--- config.mk ---
export PLATFORM = sky130hd
export DESIGN_NAME = counter_mod
export DESIGN_NICKNAME = d
export VERILOG_FILES = /design/src/rtl/counter_mod_pkg.sv /design/src/rtl/counter_mod.sv
export SDC_FILE = /design/constraint.sdc
export NUM_CORES = 1
export LEC_CHECK = 0
export ABC_AREA = 0
export CAP_MARGIN = 30
export CORE_AREA = 2 2 39 41
export CTS_CLUSTER_SIZE = 40
export DETAILED_ROUTE_END_ITERATION = 8
export DIE_AREA = 0 0 41 43
export PLACE_DENSITY = 0.45
export SETUP_SLACK_MARGIN = 0.05
export SLEW_MARGIN = 20
export SYNTH_ARGS = -nofsm -noshare
export SYNTH_HDL_FRONTEND = slang
export SYNTH_SLANG_ARGS = --single-unit
export TNS_END_PERCENT = 20
--- constraint.sdc ---
create_clock -name clk -period 3.04 [get_ports clk]
set_input_delay 0.608 -clock clk [delete_from_list [all_inputs] [get_ports clk]]
set_output_delay 0.608 -clock clk [all_outputs]
set_load 0.01 [all_outputs]
--- src/rtl/counter_mod_pkg.sv ---
// Shared constants and helpers for the modulo-N up-counter.
// The defaults describe a seconds/minutes style divider (0..59 in six bits).
package counter_mod_pkg;

   localparam int DEFAULT_WIDTH   = 6;
   localparam int DEFAULT_MODULUS = 60;

   // A modulus is usable only if it has at least two states and its
   // terminal value MODULUS-1 still fits in the count register.
   function automatic bit modulus_legal(input int width, input int modulus);
      longint unsigned capacity;
      capacity = longint'(1) << width;
      return (modulus >= 2) && (longint'(modulus) <= capacity);
   endfunction

endpackage : counter_mod_pkg

--- src/rtl/counter_mod.sv ---
// Free-running modulo-N up-counter with synchronous active-high reset.
// The output is the state register itself, so there is no combinational path
// from state to count and a new value appears one edge after it is computed.
module counter_mod
   import counter_mod_pkg::*;
#(
   parameter int WIDTH   = DEFAULT_WIDTH,
   parameter int MODULUS = DEFAULT_MODULUS
) (
   output logic [WIDTH-1:0] count,
   input  logic             clk,
   input  logic             rst
);

   // Terminal value; anything at or above it wraps back to zero, so a state
   // corrupted out of range (upset, X resolution) re-enters the legal range.
   localparam logic [WIDTH-1:0] LAST = WIDTH'(MODULUS - 1);

   // Reject parameter combinations that cannot represent the full cycle.
   if (!modulus_legal(WIDTH, MODULUS)) begin : g_bad_modulus
      $error("counter_mod: MODULUS must satisfy 2 <= MODULUS <= 2**WIDTH");
   end

   logic [WIDTH-1:0] count_reg;
   logic [WIDTH-1:0] count_next;

   // Next-state: wrap at (or beyond) the terminal value, otherwise increment.
   // The increment cannot overflow because LAST never exceeds 2**WIDTH-1.
   always_comb begin
      count_next = count_reg + WIDTH'(1);
      if (count_reg >= LAST) begin
         count_next = '0;
      end
   end

   // State register; reset takes priority over counting.
   always_ff @(posedge clk) begin
      if (rst) begin
         count_reg <= '0;
      end else begin
         count_reg <= count_next;
      end
   end

   assign count = count_reg;

endmodule : counter_mod

==> metrics.md, run 1 <==
| Metric | Value |
|---|---|
| Final setup viols | 0 |
| Routed vias/inst | 3.729 |
| GP Congestion | 0.6111 |
| Total Wirelength | 452 µm |
| Area after DPL | 314.1 µm² |
| Buffer depth of the longest clock path | 2 |
| Antenna violations before repair | 0 |
| Clock power share | 41.5% |
| P_sw | 0.00003871 W |
| Startpoint types | register |
| Netlist Area Pre-Place | 224.0 µm² |
| Synthesis Warnings | 0 |
| Net count, final | 37 |
| Row cnt | 14 |
| Sw Ratio | 22.04% |
| Initial Util | 16.18% |
| Top cell family by delay on the critical path | buffers and inverters |
| Clock Skew | 3.723 ps |
| Final Util | 24.32% |
| Hold buffers post-CTS | 0 |
| Buf/Inv on CP | 1 |
| Number of port buffers | 7 |
| Die W | 41 µm |
| WP depth | 1 |
| Layout cell share with drive strength beyond 1 | 18.75% |
| Fin. max-slew vios | 0 |
| Register area share after synthesis | 53.63% |
| Mean post-synth cell area | 10.18 µm² |
| Crit path time final | 1825 ps |
| Area of the multi-input gates | 100.1 µm² |
| Internal power | 0.0001369 W |
| Diodes inserted | 0 |
| Post-DP HPWL | 316.2 µm |
| Cell depth of the worst hold path | 1 |
| Fmax | 0.5478 GHz |
| Worst Tran Pin Value | 216.4 ps |
| CP arrival | 1220 ps |
| Synth Register Bits | 6 |
| Gate power share | 9.7% |
| GRT Util Overall | 6.928% |
| FF+latch area | 120.1 µm² |
| Worst slew margin | 85.56% |
| Power per Cell Area | 521.9 nW/µm² |
| Die height | 43 µm |
| Worst Hold Class | register to register |
| Library cells used by synthesis | 12 |
| Fill cells | 151 |
| Maximum VDD drop | 0.0001523 V |
| Clk slew on worst S/H paths | 50 ps |
| Critical path class | register to output port |
| TritonCTS clock tree | yes |
| Setup_tns | 0 ps |
| Worst path cell trace | clkdlybuf4s50_1 |
| Setup slack, reg-to-reg | 1890 ps |
| Vias in the first global route | 176 |
| WL per Instance | 9.417 µm |
| Flip-flop count of the largest register after layout | 6 |
| CORE AREA | 1384 µm² |
| Pwr Total | 0.0001756 W |
| Fin crit share | 60.05% |
| Antenna-violating nets left | 0 |
| Mapped Cells | 22 |
| I/O pin count | 8 |
| Grt total ovfl | 0 |
| Root Buffer Master | clkbuf_4 |
| Final hold viol count | 0 |
| Die area | 1763 µm² |
| Drt pass-1 iters | 1 |
| Sequential Power Share | 48.8% |
| Initial drt markers | 0 |
| Fin area | 336.6 µm² |
| CTS H-tree lvls | 1 |
| Leak Pwr | 0.1279 nW |
| Num CTS Buffers | 3 |
| Largest net degree at the start of global routing | 7 |
| Area delta synth->final | 50.28% |
| MaxCap Viol Count | 0 |
| Slowest CP cell | clkdlybuf4s50_1 |
| Post-cts sizing count | 0 |
| Worst-Skew Late Latency | 240 ps |
| Synthesized Nets | 25 |
| Setup Buffers After CTS | 0 |
| Max FO, Critical Path | 5 |
| Crit path capture type | output port |
| CP required | 2430 ps |
| RSZ-0062 raised after global routing | no |
| DR DRC count | 0 |
| Clk sinks | 6 |
| Vias | 179 |
| First-pass GRT wire length | 731 µm |
| R2r worst-path depth | 4 |
| Outcome | complete, no violations |
| Max incr delay on CP | 570 ps |
[worst reg2reg max path, delay by kind of cell, from the launching register on]
kind | cells | cell delay, ps
flip-flops | 1 | 330
AND/OR/NAND/NOR | 2 | 260
adder cells (fa/ha/maj) | 1 | 250
AO/OA/AOI/OAI | 1 | 250
[placed cells by master, fill, tap and decap left out]
cell type	Yosys	layout
o2111ai_1	1	1
ha_1	1	1
nand3_1	1	1
xnor2_1	2	2
clkdlybuf4s50_1	0	7
xor2_1	1	1
and3_2	1	1
nor2_1	5	5
dfxtp_1	6	6
inv_1	1	1
clkbuf_4	0	3
a31oi_1	1	1
nand2b_2	1	1
nor2_2	1	1
[power groups by stage]
stage	combinational, W	clock [W]	sequential (W)
2_1_floorplan	0.00000660	0	0.0000881
3_3_place_gp	0.0000170	0	0.0000869
3_5_place_dp	0.0000167	0	0.0000871
4_1_cts	0.0000172	0.0000783	0.0000856
5_1_grt	0.0000188	0.0000867	0.0000860
6_report	0.0000170	0.0000730	0.0000857
[cells in the mapped netlist (all sizes together)]
library cell | n | share of area [%]
dfxtp | 6 | 54
nor2 | 6 | 11
xnor2 | 2 | 7.8
a31oi | 1 | 2.8
and3 | 1 | 3.4
ha | 1 | 5.6
inv | 1 | 1.7
nand2b | 1 | 3.9
nand3 | 1 | 2.2
o2111ai | 1 | 3.9
xor2 | 1 | 3.9
[metal layers]
layer / global-route usage, % / up-vias / wire length [µm]
met5: 0 / - / 0
li1: - / 94 / -
met3: 4.712 / 0 / 54
met1: 8.360 / 77 / 231
met4: 6.000 / 0 / 0
met2: 7.813 / 8 / 167
[through the flow]
| step | worst slack, ps | hold slack (ps) | cells |
|---|---|---|---|
| 2_1_floorplan | 1964 | 465.1 | 22 |
| 3_3_place_gp | 1482 | 446.3 | 45 |
| 3_5_place_dp | 1471 | 459.1 | 45 |
| 4_1_cts | 1202 | 482.9 | 48 |
| 5_1_grt | 1145 | 503.7 | 48 |
| 6_report | 1215 | 476.7 | 48 |
[final cells by class]
class	count	area share, %
clock buffers	3	6.691
repair buffers	7	20.82
inverters	1	1.115
multi-input cells	15	29.74
flip-flops and latches	6	35.69
well taps	16	5.948
[cell families after synthesis]
family,share of synthesized area [%]
flops,53.63
fa+ha+maj,5.586
buf+inv,1.674
compound gates,6.706
xor+xnor,11.73
simple gates,20.67
[worst paths after layout]
kind / from / endpoint
worst max-delay path: count[3]$_SDFF_PP0_ / count[3]
worst min-delay path: count[0]$_SDFF_PP0_ / count[0]$_SDFF_PP0_
worst max register to register: count[0]$_SDFF_PP0_ / count[2]$_SDFF_PP0_
worst min register to register: count[0]$_SDFF_PP0_ / count[0]$_SDFF_PP0_
No activity file was read; power rests on OpenSTA's default activity.
==> run 2, diff against run 1 <==
- clock period: 3.04 -> 1.7 ns (I/O delays scaled with it)
==> results of run 2 <==
The final DEF is identical to that of run 1. Status: complete, no violations.
Main changes from that run: setup slack after placement 1471 ps -> 398.8 ps; setup slack after layout 1215 ps -> 142.6 ps; register-to-register setup slack 1890 ps -> 550 ps; total power 0.0001756 W -> 0.0003141 W; worst IR drop on VDD 0.0001523 V -> 0.0002723 V
